$ cat src/rtl/ts_sched.sv
// Transmission scheduler: picks one queue from a gate-control bitmap by strict
// priority, fetches its metadata from MB, hands it to EBM and waits for completion.
module ts_sched #(
  parameter int MD_WIDTH   = 32,
  parameter int MD_TIMEOUT = 16,
  parameter int CNT_WIDTH  = 16
) (
  input  logic                   clk,
  input  logic                   rst_n,
  input  logic [3:0]             in_ts_schedule_valid,
  output logic [3:0]             out_ts_q_rden,
  output logic                   out_ts_q2_rden,
  input  logic                   in_ts_md_valid,
  input  logic [MD_WIDTH-1:0]    in_ts_md,
  output logic                   out_ts_md_valid,
  output logic [MD_WIDTH-1:0]    out_ts_md,
  output logic [1:0]             out_ts_qid,
  input  logic                   in_ts_md_ready,
  input  logic                   in_ts_pkt_done,
  output logic                   out_ts_busy,
  output logic [1:0]             out_ts_err,
  output logic [4*CNT_WIDTH-1:0] out_ts_q_cnt
);

  localparam int TW = $clog2(MD_TIMEOUT + 1);

  localparam logic [2:0] IDLE_S      = 3'd0;
  localparam logic [2:0] READ_S      = 3'd1;
  localparam logic [2:0] WAIT_MD_S   = 3'd2;
  localparam logic [2:0] SEND_S      = 3'd3;
  localparam logic [2:0] WAIT_DONE_S = 3'd4;

  logic [2:0]           r_state;
  logic [3:0]           r_q_rden;
  logic                 r_q2_rden;
  logic                 r_md_valid;
  logic [MD_WIDTH-1:0]  r_md;
  logic [1:0]           r_qid;
  logic                 r_busy;
  logic [1:0]           r_err;
  logic [TW-1:0]        r_tmo;
  logic [CNT_WIDTH-1:0] r_cnt [4];

  logic [1:0]           w_sel_qid;
  logic [3:0]           w_sel_oh;
  logic                 w_tmo_last;

  // Strict priority: lowest set bit wins, the rest of the bitmap is discarded.
  always_comb begin
    w_sel_qid = 2'd0;
    w_sel_oh  = 4'b0000;
    if (in_ts_schedule_valid[0]) begin
      w_sel_qid = 2'd0;
      w_sel_oh  = 4'b0001;
    end else if (in_ts_schedule_valid[1]) begin
      w_sel_qid = 2'd1;
      w_sel_oh  = 4'b0010;
    end else if (in_ts_schedule_valid[2]) begin
      w_sel_qid = 2'd2;
      w_sel_oh  = 4'b0100;
    end else if (in_ts_schedule_valid[3]) begin
      w_sel_qid = 2'd3;
      w_sel_oh  = 4'b1000;
    end
  end

  assign w_tmo_last = (r_tmo == TW'(MD_TIMEOUT - 1));

  always_ff @(posedge clk or negedge rst_n) begin
    if (!rst_n) begin
      r_state    <= IDLE_S;
      r_q_rden   <= 4'b0000;
      r_q2_rden  <= 1'b0;
      r_md_valid <= 1'b0;
      r_md       <= '0;
      r_qid      <= 2'd0;
      r_busy     <= 1'b0;
      r_err      <= 2'b00;
      r_tmo      <= '0;
      for (int i = 0; i < 4; i++) r_cnt[i] <= '0;
    end else begin
      r_q_rden  <= 4'b0000;
      r_q2_rden <= 1'b0;
      if ((in_ts_schedule_valid != 4'b0000) && (r_state != IDLE_S))
        r_err[0] <= 1'b1;
      case (r_state)
        IDLE_S: begin
          if (in_ts_schedule_valid != 4'b0000) begin
            r_qid     <= w_sel_qid;
            r_q_rden  <= w_sel_oh;
            r_q2_rden <= w_sel_oh[2];
            r_busy    <= 1'b1;
            r_state   <= READ_S;
          end
        end
        READ_S: begin
          r_tmo   <= '0;
          r_state <= WAIT_MD_S;
        end
        // Metadata arriving on the expiry cycle still wins over the timeout.
        WAIT_MD_S: begin
          if (in_ts_md_valid) begin
            r_md       <= in_ts_md;
            r_md_valid <= 1'b1;
            r_state    <= SEND_S;
          end else if (w_tmo_last) begin
            r_err[1] <= 1'b1;
            r_busy   <= 1'b0;
            r_state  <= IDLE_S;
          end else begin
            r_tmo <= r_tmo + TW'(1);
          end
        end
        SEND_S: begin
          if (in_ts_md_ready && r_md_valid) begin
            r_md_valid   <= 1'b0;
            r_cnt[r_qid] <= r_cnt[r_qid] + CNT_WIDTH'(1);
            r_state      <= WAIT_DONE_S;
          end
        end
        WAIT_DONE_S: begin
          if (in_ts_pkt_done) begin
            r_busy  <= 1'b0;
            r_state <= IDLE_S;
          end
        end
        default: begin
          r_busy  <= 1'b0;
          r_state <= IDLE_S;
        end
      endcase
    end
  end

  assign out_ts_q_rden   = r_q_rden;
  assign out_ts_q2_rden  = r_q2_rden;
  assign out_ts_md_valid = r_md_valid;
  assign out_ts_md       = r_md;
  assign out_ts_qid      = r_qid;
  assign out_ts_busy     = r_busy;
  assign out_ts_err      = r_err;

  for (genvar g = 0; g < 4; g++) begin : g_cnt
    assign out_ts_q_cnt[g*CNT_WIDTH +: CNT_WIDTH] = r_cnt[g];
  end

endmodule

$ cat config.mk
export PLATFORM = sky130hd
export DESIGN_NAME = ts_sched
export DESIGN_NICKNAME = d
export VERILOG_FILES = /design/src/rtl/ts_sched.sv
export SDC_FILE = /design/constraint.sdc
export NUM_CORES = 1
export LEC_CHECK = 0
export CAP_MARGIN = 20
export CORE_UTILIZATION = 30
export CTS_BUF_LIST = sky130_fd_sc_hd__clkbuf_8
export CTS_CLUSTER_SIZE = 24
export DETAILED_ROUTE_END_ITERATION = 7
export SYNTH_ARGS = -nofsm -noshare
export SYNTH_HDL_FRONTEND = slang
export SYNTH_SLANG_ARGS = --single-unit
$ cat constraint.sdc
create_clock -name clk -period 3.1 [get_ports clk]
set_clock_uncertainty 0.05 [all_clocks]
set_input_delay 0.465 -clock clk [delete_from_list [all_inputs] [get_ports clk]]
set_output_delay 0.465 -clock clk [all_outputs]
set_load 0.02 [all_outputs]
Yosys cells after proc, flatten, opt, wreduce, memory -nomap -nowiden --
Index checks and enable logic that the tools add are counted.
Storage, ports and cells: bits in registers 115, output and inout bits 107
Cells by class: add/subtract/negate cells 2, magnitude comparators 2, eq/ne operators 13, muxes and demuxes 35, bitwise gates (word level) 3, reductions and logical operators 17
Operator list (number):
- $bwmux 64 | 1
- $mux 16 | 3
- $bmux 16 s2 | 1
- $demux 16 s2 | 1
- $mux 4 | 6
- $add 16x1->16 const B | 1
- $mux 3 | 5
- $pmux 3 s5 | 1
- $ne 2x2->1 const B | 7
- $mux 5 | 2
- $pmux 5 s2 | 1
- $reduce_and 3->1 | 3
- $mux 1 | 8
- $mux 2 | 4
- $eq 3x2->1 const B | 2
- $reduce_and 2->1 | 3
- $add 5x1->5 const B | 1
- $eq 5x4->1 const B | 1
- $reduce_and 5->1 | 1
- $pmux 1 s4 | 1
- $reduce_and 4->1 | 1
- $reduce_bool 2->1 | 2
- $reduce_bool 4->1 | 1
- $eq 3x1->1 const B | 1
- other kinds (11) | 14

Depth between registers and ports, before layout --
Gate-level depths: netlist of run 1.
depth after elaboration 6, depth in mapped cells 10, depth with buffers taken out 8

Worst setup path after synthesis of run 1 --
Ideal clock, no wire load.
path type register to register, start register r_qid[0] (netlist: out_ts_qid[0]), end register r_cnt, in the netlist out_ts_q_cnt[12], library setup time 0.131 ns, data arrival time 2.355 ns, setup slack 0.564 ns, cell stages (with the launch flop) 11, clock period less this slack 2.536 ns, cell sequence dfrtp_1 > buf_6 > buf_12 > mux4_2 > ha_1 > nand2b_1 > o22a_1 > buf_4 > nor4b_4 > xnor2_1 > o21ai_1
On the way: word-level cells in the longest chain between the ends 6, elaborated cells between the ends (all ways) 11, those cells by class add/sub (1); order compare (2); mux (6); bitwise (1); reduce/logical (1)
Ends and longest elaborated chain:
- start: declaration | line 38 | logic [1:0] r_qid;
- start signal: assignment | line 89 | r_qid <= w_sel_qid;
- $not 2->3 (not written as such) (*) | line 117 | r_cnt[r_qid] <= r_cnt[r_qid] + CNT_WIDTH'(1);
- $bmux 16 s2 (tied with other cells) | line 117
- $mux 16 (not written as such) / $logic_and 1x1->1 (equally long branches) | line 117
- $mux 16 (not written as such) | line 117
- $add 16x1->16 / $demux 16 s2 (equally long branches) | line 117
- $bwmux 64 (*) | line 117
- end signal: indexed assignment | line 117
- end: declaration | line 42 | logic [CNT_WIDTH-1:0] r_cnt [4];
Mark *: on every way between the ends. The rest lies on a longest branch, timed or not. The select of a mux whose other input is x is not followed. A chain may end at the register's enable or synchronous reset.

Worst setup path in the final report of run 1 --
start register r_qid[0] (netlist: out_ts_qid[0]), end register r_cnt, in the netlist out_ts_q_cnt[38]
The elaborated chain is that of the path after synthesis.

==> impl_metrics.toml, run 1 <==
[cts]
cts_setup_buffers = 0
root_buffer = "clkbuf_8"
clk_latency_ps = 430
cts_tree = "yes"
clkSinkCount = 114
postCtsHoldBufs = 0
cts-resized-gates = 0
clk_pin_slew_ps = 70
cts_buffer_depth = 2
cts_made_buffers = 17
cts.htree.levels = 4

[detailed_routing]
wirelength_mm = 13.58
antenna_left = 0
drt_first_pass_iters = 4
viasPerCell = 4.835
drc = 0
detailroute.via_count = 4047
drt_iter0_markers = 176
avgRoutedWirePerCell_um = 16.22

[placement]
io_buffers = 147
dp.cells = 807
dp_worst_setup_slack_ps = 444.5
dp_hpwl_mm = 9.822
post_dp_cell_area_um2 = 6943
gp_congestion = 0.8141

[synthesis]
synth-seq-area-share_pct = 54.36
synth_area_leader_cell = "dfrtp_1"
syn_nets = 500
postSynthAreaPerCell_um2 = 11.51
yosys.cell_types.count = 51
synth_top_area_share_pct = 54.36
synth_async_sr_flop_share_pct = 100.0
synth.most_common_cell = "dfrtp_1"
synth.area.top_cells = "dfrtp_1, mux2_2, nand2_1"
netlist_area_um2 = 5248
ys_seq_elements = 114
yosysWarnings = 0
syn-instance-count = 456
synth_ff_type = "dfrtp_1"
synth-edff-count = 0
yosys-top-cells-count = "dfrtp_1, nand2_1, o21ai_0, mux2_2, nor2_1"

[setup_path]
worstSetupStartpointType = "flop"
worstRegToRegCells = 7
crit_path_top_delay_cell = "mux4_2"
startpoint = "out_ts_qid[0]$_DFFE_PN0P_"
critPathMaxStageDelay_ps = 610
ff2ff_setup_slack_ps = 410
rr_startpoint = "out_ts_qid[0]$_DFFE_PN0P_"
crit_chain = "mux4_2, ha_1, nand2b_1, o22a_1, or3b_1, xor2_1, o21ai_0"
r2r-end = "out_ts_q_cnt[38]$_DFFE_PN0P_"
required_ps = 3360
critPathCaptureType = "flop"
path_class = "reg -> reg"
crit_fanout = 13
crit_end = "out_ts_q_cnt[38]$_DFFE_PN0P_"
arrival_ps = 2950

[job]
drv_cap = 0

[global_route]
grt_max_degree = 53
grt_pass1_wl_mm = 21.98
grt_use_total_pct = 15.98
grt_remaining_overflow = 0
grt_pass1_vias = 4136
antenna_found_initial = 0

[layout]
nNetsFinal = 650
fillers = 1639
final_util_pct = 43.71
fin_area_um2 = 7351
drive_above_1_share_pct = 15.72
multi_input_area_um2 = 2220
num_antenna_cells = 0
final_cells = 837
seqCellArea_um2 = 2853
synthToLayoutAreaGrowth_pct = 40.08

[floorplanning]
die_x_um = 134.3
ioPinCount = 148
rows = 47
dieArea_um2 = 18020
core-area_um2 = 16820
start_util_pct = 31.20
die_y_um = 134.3

[pwr]
p_leak_nw = 3.157
power_mw = 2.999
power.internal_mw = 2.384
ir_drop_v = 0.0002328
p_sw_mw = 0.6148
power_frac_clock_pct = 47.4
pwr-share-seq_pct = 49.6
powerDensity_nw_per_um2 = 408.0
switching_share_pct = 20.50
p_comb_share_pct = 3.0

[sta]
whs_ps = 20.68
maxSlewHeadroom_pct = 50.02
period_minus_slack_ps = 2694
tightest_slew_ps = 743.9
setup_ws_ps = 406.4
clock.fmax_mhz = 371.3
slew_viol_final = 0
hold_viol = 0
setup_violations = 0
grt_setup_unrepaired = "false"
finalSetupTns_ps = 0
min_period_over_period_pct = 86.89

[hold_path]
min_path_type = "in -> async"

[run_status]
status = "completed"
[worst max-delay path, delay by kind of cell (launching register included)]
kind | cells | cell delay (ps)
multiplexers | 1 | 610
flip-flops | 1 | 450
adder cells (fa/ha/maj) | 1 | 250
XOR/XNOR | 1 | 250
AND/OR/NAND/NOR | 2 | 290
AO/OA/AOI/OAI | 2 | 660
[area by class of cell]
type                            count  share of cell area (%)
Sequential cell                   114                   38.81
Clock inverter                      6                   1.055
Multi-Input combinational cell    310                   30.20
Timing Repair Buffer              158                   21.45
Tap cell                          220                   3.745
Inverter                            5                  0.2553
Clock buffer                       24                   4.494
[layer usage]
metal  part of all wire, %  track usage, %
met5                     0               0
met4                   1.5           5.556
met3                   6.9           5.782
met2                    49           26.19
met1                    43           19.36
[logic make-up after synthesis]
group                    Yosys count  share of synthesized area (%)
multiplexers                      59                          15.19
XOR/XNOR                          18                          3.147
AND/OR/NAND/NOR                  157                          15.55
flip-flops                       114                          54.36
adder cells (fa/ha/maj)            3                         0.7154
AO/OA/AOI/OAI                     73                          7.702
buffers and inverters             32                          3.338
[power groups by stage]
stage                     clock [mW]  combinational [mW]  sequential [mW]
after global routing            1.55              0.0987             1.49
final                           1.42              0.0886             1.49
after global placement             0              0.0887             1.52
after detailed placement           0              0.0917             1.52
after CTS                       1.48              0.0919             1.49
after floorplan                    0             0.00318             1.52
[sequential cells by signal, indices dropped and copies added, names as in the netlist]
signal and cells:
out_ts_q_rden 4, out_ts_md 32, r_tmo 5, r_state 3, out_ts_busy 1, out_ts_qid 2, out_ts_q_cnt 64, out_ts_err 2
out_ts_md_valid 1
[worst min path at each step]
| stage | to | slack (ps) | depth (start not counted) | from |
|---|---|---|---|---|
| floorplan | out_ts_busy$_DFFE_PN0P_ | 120 | 0 | rst_n |
| CTS | out_ts_md[19]$_DFFE_PN0P_ | 20 | 1 | rst_n |
| detailed placement | out_ts_err[0]$_DFFE_PN0P_ | 410 | 1 | out_ts_err[0]$_DFFE_PN0P_ |
| global route | out_ts_md[18]$_DFFE_PN0P_ | 30 | 1 | rst_n |
| finish | out_ts_md[18]$_DFFE_PN0P_ | 20 | 1 | rst_n |
| global placement | out_ts_err[1]$_DFFE_PN0P_ | 410 | 1 | out_ts_err[1]$_DFFE_PN0P_ |
[cells in the final DEF, fill, tap and decap left out, drive strengths merged, types with 2 or more instances in the layout]
cell type,Yosys,final
inv,5,7
ha,3,3
o21ai,57,57
mux2i,11,11
and3,7,7
nand3,9,9
bufinv,0,2
nor3,7,7
and2,3,3
xnor2,13,13
nand2,81,81
nor2,19,19
xor2,5,5
nor4,8,8
nor4b,2,2
dfrtp,114,114
o21a,3,3
nor2b,5,5
nand4,4,4
nand2b,3,3
a221oi,3,3
nor3b,2,2
mux4,13,13
a21oi,3,3
clkdlybuf4s50,0,146
clkbuf,14,24
buf,13,12
clkinv,0,2
mux2,35,35
No activity file was read; power rests on OpenSTA's default activity.
==> inputs of run 2 (changes only) <==
--- a/config.mk
+++ b/config.mk
@@ -5,7 +5,7 @@
 export SDC_FILE = /design/constraint.sdc
 export NUM_CORES = 1
 export LEC_CHECK = 0
-export CAP_MARGIN = 20
+export CAP_MARGIN = 30
 export CORE_UTILIZATION = 30
 export CTS_BUF_LIST = sky130_fd_sc_hd__clkbuf_8
 export CTS_CLUSTER_SIZE = 24
==> results of run 2 <==
Final layout, timing and power as in run 1 (identical DEF).
==> inputs of run 3 (changes only) <==
--- a/config.mk
+++ b/config.mk
@@ -6,10 +6,12 @@
 export NUM_CORES = 1
 export LEC_CHECK = 0
 export CAP_MARGIN = 30
-export CORE_UTILIZATION = 30
+export CORE_UTILIZATION = 50
 export CTS_BUF_LIST = sky130_fd_sc_hd__clkbuf_8
+export CTS_CLUSTER_DIAMETER = 200
 export CTS_CLUSTER_SIZE = 24
 export DETAILED_ROUTE_END_ITERATION = 7
+export PLACE_DENSITY = 0.83
 export SYNTH_ARGS = -nofsm -noshare
 export SYNTH_HDL_FRONTEND = slang
 export SYNTH_SLANG_ARGS = --single-unit
==> constraint.sdc (replaced) <==
create_clock -name clk -period 3.03 [get_ports clk]
set_clock_uncertainty 0.05 [all_clocks]
set_input_delay 0.4545 -clock clk [delete_from_list [all_inputs] [get_ports clk]]
set_output_delay 0.4545 -clock clk [all_outputs]
set_load 0.02 [all_outputs]
==> run 3 against run 2 <==
Against the previous run:
- flip-flop and latch count stayed put
- die area down 39%
- clock power is 6% higher
- largest cell class unchanged
- fmax increased by 9.1%
- total power rose by 3.7%
- sequential power barely moved
- non-clock buffer count grew 2
- global-route usage up 8.8 points
==> impl_metrics.toml, run 3 (synthesis gave the netlist of run 1 again) <==
[run_status]
status = "completed"

[floorplanning]
dieArea_um2 = 10910
rows = 37
start_util_pct = 51.29
ioPinCount = 148
die_y_um = 104.4
core-area_um2 = 10230
die_x_um = 104.4

[hold_path]
min_path_type = "reg -> reg"

[layout]
nNetsFinal = 652
fin_area_um2 = 7274
drive_above_1_share_pct = 16.43
synthToLayoutAreaGrowth_pct = 38.63
layout_common_cells = "clkdlybuf4s50_1, dfrtp_1, nand2_1"
mostFrequentLayoutCell = "clkdlybuf4s50_1"
largest_reg_flops = 64
num_antenna_cells = 0
fillers = 722

[setup_path]
critPathCaptureType = "flop"
crit_chain = "mux4_2, ha_1, nand2_1, o22a_1, or3b_1, xor2_1, o21ai_0"
crit_fanout = 12
arrival_ps = 2730
required_ps = 3290
worstSetupStartpointType = "flop"
critPathMaxStageDelay_ps = 580
crit_path_top_delay_cell = "dfrtp_1"
path_class = "reg -> reg"

[cts]
root_buffer = "clkbuf_8"
cts_buffer_depth = 2
cts_made_buffers = 17
cts_tree = "yes"
clk_latency_ps = 430
clkSinkCount = 114
cts.htree.levels = 4
clk_pin_slew_ps = 70
cts_setup_buffers = 0

[placement]
post_dp_cell_area_um2 = 6833
dp_hpwl_mm = 9.107
io_buffers = 147
gp_congestion = 0.8144

[sta]
maxSlewHeadroom_pct = 51.52
min_period_over_period_pct = 81.51
grt_setup_unrepaired = "false"
clock.fmax_mhz = 404.9
hold_viol = 0
tightest_slew_ps = 721.6
period_minus_slack_ps = 2470
setup_violations = 0
finalSetupTns_ps = 0
slew_viol_final = 0

[pwr]
p_leak_nw = 3.149
power_frac_clock_pct = 48.2
p_sw_mw = 0.6598
power.internal_mw = 2.450
ir_drop_v = 0.0003245
powerDensity_nw_per_um2 = 427.5
pwr-share-seq_pct = 48.9
switching_share_pct = 21.22
p_comb_share_pct = 2.9

[job]
drv_cap = 0

[global_route]
grt_pass1_vias = 4273
grt_max_degree = 67
grt_remaining_overflow = 0
antenna_found_initial = 0
grt_use_total_pct = 24.76
grt_pass1_wl_mm = 21.07

[detailed_routing]
viasPerCell = 5.466
detailroute.via_count = 4138
avgRoutedWirePerCell_um = 16.59
antenna_left = 0
wirelength_mm = 12.56
drc = 0
drt_iter0_markers = 319
drt_first_pass_iters = 5
==> run 3: cell count changes in the layout (fill, tap and decap cells not counted) <==
cell,change
clkinv_4,+3
dlygate4sd3_1,+1
clkbuf_8,-4
inv_1,-2
buf_12,-1
buf_4,+2
clkinvlp_4,+4
bufinv_16,+1
==> run 3: path summary, 6_finish.rpt <==
check / start / endpoint / slack (ps) / cells past startpoint
max: out_ts_qid[1]$_DFFE_PN0P_ / out_ts_q_cnt[54]$_DFFE_PN0P_ / 560 / 7
min: out_ts_q_cnt[31]$_DFFE_PN0P_ / out_ts_q_cnt[31]$_DFFE_PN0P_ / 420 / 1
max reg2reg: out_ts_qid[1]$_DFFE_PN0P_ / out_ts_q_cnt[54]$_DFFE_PN0P_ / 560 / 7
min reg2reg: out_ts_q_cnt[31]$_DFFE_PN0P_ / out_ts_q_cnt[31]$_DFFE_PN0P_ / 420 / 1
max in group asynchronous: rst_n / out_ts_q_cnt[59]$_DFFE_PN0P_ / 1610 / 3
min in group asynchronous: rst_n / out_ts_q_rden[1]$_DFF_PN0_ / 540 / 2
==> run 3: cell type report <==
type                       instances  area (um2)  share of cell area, %
clock buffer                      20       275.3                  3.784
clock inverter                    12       156.4                  2.150
inverter                           5       18.77                 0.2580
multi-input combinational        310        2220                  30.51
sequential                       114        2853                  39.22
tap                              136       170.2                  2.339
timing repair buffer             160        1582                  21.74
==> run 3: per-stage QoR <==
stage	setup WS, ps	total power [mW]	cells	utilization (%)	hold slack, ps
after CTS	574.5	3.139	757	71.10	424.8
after global placement	639.3	1.638	724	66.78	408.2
final	560.3	3.109	757	71.10	423.4
after floorplan	493.8	1.554	456	-	108.9
after detailed placement	561.0	1.641	724	66.78	408.7
after global routing	361.6	3.212	757	71.10	447.2
==> run 3: routing by layer <==
| layer | part of all wire, % | wire [um] | GRT usage (%) |
|---|---|---|---|
| met1 | 41 | 5108 | 30.53 |
| met2 | 49 | 6097 | 39.45 |
| met3 | 9.0 | 1132 | 8.960 |
| met4 | 1.7 | 218 | 10.20 |
| met5 | 0 | 0 | 0 |
==> run 3: worst max-delay path: cells and delay by family (launching register included) <==
kind	cells	cell delay, ps
AO/OA/AOI/OAI	2	460
XOR/XNOR	1	230
adder cells (fa/ha/maj)	1	220
flip-flops	1	580
multiplexers	1	350
AND/OR/NAND/NOR	2	460
==> run 3: power groups by stage <==
stage	clock network, mW	logic, mW	registers [mW]
floorplan	0	0.00326	1.55
global placement	0	0.0877	1.55
detailed placement	0	0.0905	1.55
CTS	1.53	0.0920	1.52
global route	1.59	0.0998	1.52
finish	1.50	0.0893	1.52
==> run 3: what timing repair did <==
item,CTS,global route
hold endpoints to repair,3,0
resized for setup,0,0
hold buffers,1,0
